===== src/rtl/scaler.sv =====
// Binary scaler driven by the timer's F01 strobes: divide-by-two chain with
// per-stage rise/fall strobes, a wrap strobe and a scaler-failure watchdog.
module scaler #(
  parameter int STAGES   = 17,
  parameter int WD_LIMIT = 64
) (
  input  logic              SIM_CLK,
  input  logic              SIM_RST,
  input  logic              F01A,
  input  logic              F01B,
  output logic [STAGES-1:0] FS,
  output logic [STAGES-1:0] FS_n,
  output logic [STAGES-1:0] FA,
  output logic [STAGES-1:0] FB,
  output logic              WRAP,
  output logic              SCAFAL
);

  localparam logic [15:0]       WD_MAX  = 16'(WD_LIMIT);
  localparam logic [STAGES-1:0] CNT_ONE = STAGES'(1);

  logic [STAGES-1:0] cnt_q, cnt_d, cnt_inc;
  logic [STAGES-1:0] fa_q, fa_d;
  logic [STAGES-1:0] fb_q, fb_d;
  logic              wrap_q, wrap_d;
  logic [15:0]       wd_q, wd_d;
  logic              scafal_q, scafal_d;

  // Idle counter that stops at the alarm threshold instead of rolling over.
  function automatic logic [15:0] wd_sat_inc(input logic [15:0] wd);
    return (wd >= WD_MAX) ? WD_MAX : wd + 16'd1;
  endfunction

  always_comb begin
    cnt_inc = cnt_q + CNT_ONE;
    cnt_d   = cnt_q;
    fa_d    = '0;
    fb_d    = '0;
    wrap_d  = 1'b0;
    if (F01B) begin
      cnt_d  = cnt_inc;
      fa_d   = ~cnt_q & cnt_inc;
      fb_d   = cnt_q & ~cnt_inc;
      wrap_d = &cnt_q;
    end
    // F01A only proves the timer is alive; it never advances the count.
    wd_d     = (F01A || F01B) ? 16'd0 : wd_sat_inc(wd_q);
    scafal_d = (wd_d == WD_MAX);
  end

  always_ff @(posedge SIM_CLK) begin
    if (SIM_RST) begin
      cnt_q    <= '0;
      fa_q     <= '0;
      fb_q     <= '0;
      wrap_q   <= 1'b0;
      wd_q     <= 16'd0;
      scafal_q <= 1'b0;
    end else begin
      cnt_q    <= cnt_d;
      fa_q     <= fa_d;
      fb_q     <= fb_d;
      wrap_q   <= wrap_d;
      wd_q     <= wd_d;
      scafal_q <= scafal_d;
    end
  end

  assign FS     = cnt_q;
  assign FS_n   = ~cnt_q;
  assign FA     = fa_q;
  assign FB     = fb_q;
  assign WRAP   = wrap_q;
  assign SCAFAL = scafal_q;

endmodule

===== config.mk =====
export PLATFORM = sky130hd
export DESIGN_NAME = scaler
export DESIGN_NICKNAME = d
export VERILOG_FILES = /design/src/rtl/scaler.sv
export SDC_FILE = /design/constraint.sdc
export NUM_CORES = 1
export LEC_CHECK = 0
export ABC_CLOCK_PERIOD_IN_PS = 2500
export BUFFER_PORTS_ARGS = -buffer_cell sky130_fd_sc_hd__buf_2
export CELL_PAD_IN_SITES_DETAIL_PLACEMENT = 2
export CELL_PAD_IN_SITES_GLOBAL_PLACEMENT = 2
export CORE_MARGIN = 2
export CORE_UTILIZATION = 34
export DETAILED_ROUTE_END_ITERATION = 12
export MAX_ROUTING_LAYER = met4
export PLACE_DENSITY = 0.83
export SYNTH_ARGS = -nofsm -noshare
export SYNTH_HDL_FRONTEND = slang
export SYNTH_SLANG_ARGS = --single-unit

===== constraint.sdc =====
create_clock -name SIM_CLK -period 2.5 [get_ports SIM_CLK]
set_input_delay 0 -clock SIM_CLK [delete_from_list [all_inputs] [get_ports SIM_CLK]]
set_output_delay 0 -clock SIM_CLK [all_outputs]
set_load 0.03 [all_outputs]

==> qor.yml <==
critical_path:
  r2r_start: "FS[0]"
  end_kind: "flip-flop"
  reg2regPathDepth: 5
  r2r_setup_slack_ns: 0.56
  r2r-end: "FS[12]"
  critical_path_required_ns: 2.74
  critical_path_class: "flip-flop to flip-flop"
  worstPathMaxFanout: 8
  arrival_ns: 2.18
  start_kind: "flip-flop"
min_path:
  hold_depth: 2
  min_path_type: "input port to flip-flop"
  hold_start: "SIM_RST"
  hold-path-endpoint: "FS[0]"
power_and_ir_drop:
  vdd_drop_max_mv: 0.307
  leakagePower_nw: 1.64
  p_per_area_nw_per_um2: 719
  power_mw: 2.46
run:
  max_cap_viol_count: 0
finish:
  final_cell_area_um2: 3420
  fin_util_pct: 44.3
  nFillCells: 829
  n_antenna_cell: 0
  final_cell_mix: "buf_2 (73), dfxtp_1 (68), and2_1 (35), ha_1 (35), nor2_1 (29)"
  final_common_cell: "buf_2"
  multi_input_area_um2: 1250
  nets: 373
  seqCellArea_um2: 1360
  stdcell_count: 441
  area_delta_synth_final_pct: 25.9
  drive_above_1_share_pct: 29.2
sta:
  fmax_mhz: 517
  whs_ns: 0.109
  finalSetupViolCount: 0
  tightest_slew_ns: 0.719
  finalCritPeriodShare_pct: 77.4
  relSlewSlack_pct: 52.1
  tns_ns: 0
  rsz0062_at_grt: "false"
  maxSlewViolCount: 0
  clock_skew_ns: 0.00805
  worst_slack_ns: 0.564
  min_period_ns: 1.94
  hold_viol_final: 0
floorplan:
  fp.dieW_um: 93.4
  start_util_pct: 35.2
  die_y_um: 93.4
  fp-row-count: 32
  design.portCount: 74
  dieArea_um2: 8730
  core_area_um2: 7730
place:
  port_buffers: 73
  dp_hpwl_um: 5000
  gp_congestion: 0.774
  dpl_cell_area_um2: 3180
  place_ws_ns: 0.640
  dp.cells: 424
clocking:
  clk_pin_slew_ns: 0.07
  clock_path_buffers: 2
  cts_tree: "done"
  clock-root-buffer: "clkbuf_8"
  htreeDepth: 3
  cts.sinks: 68
  numCtsBuffers: 9
  clk_latency_ns: 0.36
synth:
  avgSynthCellArea_um2: 10.8
  ys_ff_latch: 68
  synth_area_um2: 2720
  yosysWarnings: 0
  synth-seq-area-share_pct: 50.1
  yosysUniqueCellTypes: 34
  synth_edf_count: 0
  synthCells: 252
  async_flop_share_pct: 0
  synth_flop_cell: "dfxtp_1"
routing:
  wirelength_um: 7250
  drcViolationCount: 0
  firstDrtPassIters: 4
  post_drt_via_cell_ratio: 4.49
  via_count: 1981
  wl_per_cell_um: 16.4
  drt-initial-drc-count: 41
  antenna_left: 0
grt:
  overflow: 0
  gr-usage-all-layers_pct: 18.7
  grt_pass1_wl_um: 11800
  grt_pass1_vias: 2254
  grt_start_max_net_pins: 36
  antenna_found_initial: 0
outcome:
  status: "finished, final reports clean"
-- power by group --
part           internal (mW)  switching (mW)  leakage [nW]
Combinational         0.0586           0.164         0.971
Sequential              1.11          0.0375         0.555
Clock                  0.660           0.426         0.117
-- per-layer routing --
layer | vias up | GRT usage [%] | wire, um
met5 | - | - | 0
met2 | 49 | 32.3 | 3710
li1 | 970 | - | -
met4 | 0 | 8.46 | 138
met1 | 951 | 20.9 | 3160
met3 | 11 | 3.46 | 242
-- cells by family after synthesis --
logic type      synth area share (%)
simple gates                    21.9
xor+xnor                        1.29
fa+ha+maj                       16.1
flops                           50.1
other cells                    0.138
compound gates                  5.34
buf+inv                         5.15
-- worst max-delay path by stage --
| stage | from | endpoint | slack, ns | depth (start not counted) |
|---|---|---|---|---|
| final | FS[0] | FS[12] | 0.56 | 5 |
| after global routing | FS[0] | FS[12] | 0.34 | 5 |
| after CTS | FS[0] | FS[12] | 0.50 | 5 |
| after detailed placement | FS[0] | FS[16] | 0.64 | 5 |
| after global placement | FS[0] | FS[16] | 0.74 | 5 |
| after floorplan | FS[0] | FS[6] | 0.66 | 5 |
-- registers in the layout, indices dropped and copies added, names as in the netlist --
signal,count
FB,17
wd_q,16
SCAFAL,1
FS,17
FA,17
-- what timing repair did --
| action | in CTS | in global routing |
|---|---|---|
| hold endpoints to repair | 2 | 0 |
| hold buffers | 1 | 0 |
| gates resized for setup | 0 | 0 |
| setup buffers | 0 | 0 |
-- critical path, cell delays in order (launching register included) --
cell      delay, ns
dfxtp_1        0.48
ha_1           0.32
nand4_4        0.17
nor4_2         0.23
ha_1           0.29
a211oi_1       0.34
-- cell usage after synthesis (3+ instances only) --
cell type	number	area, um^2
dfxtp_1	68	1360
and2_1	35	219
ha_1	35	438
nor2_1	29	109
inv_1	21	78.8
a211oi_1	16	120
buf_2	4	20.0
nand2_1	4	15.0
nand3_1	4	20.0
buf_4	3	22.5
clkbuf_2	3	15.0
-- final cells by class --
type	instances	share of cell area (%)
Sequential cell	68	39.8
Tap cell	102	3.73
Inverter	21	2.30
Multi-Input combinational cell	160	36.5
Clock buffer	11	3.84
Timing Repair Buffer	74	11.0
Clock inverter	5	2.93
Power figures use the tool's default switching activity.
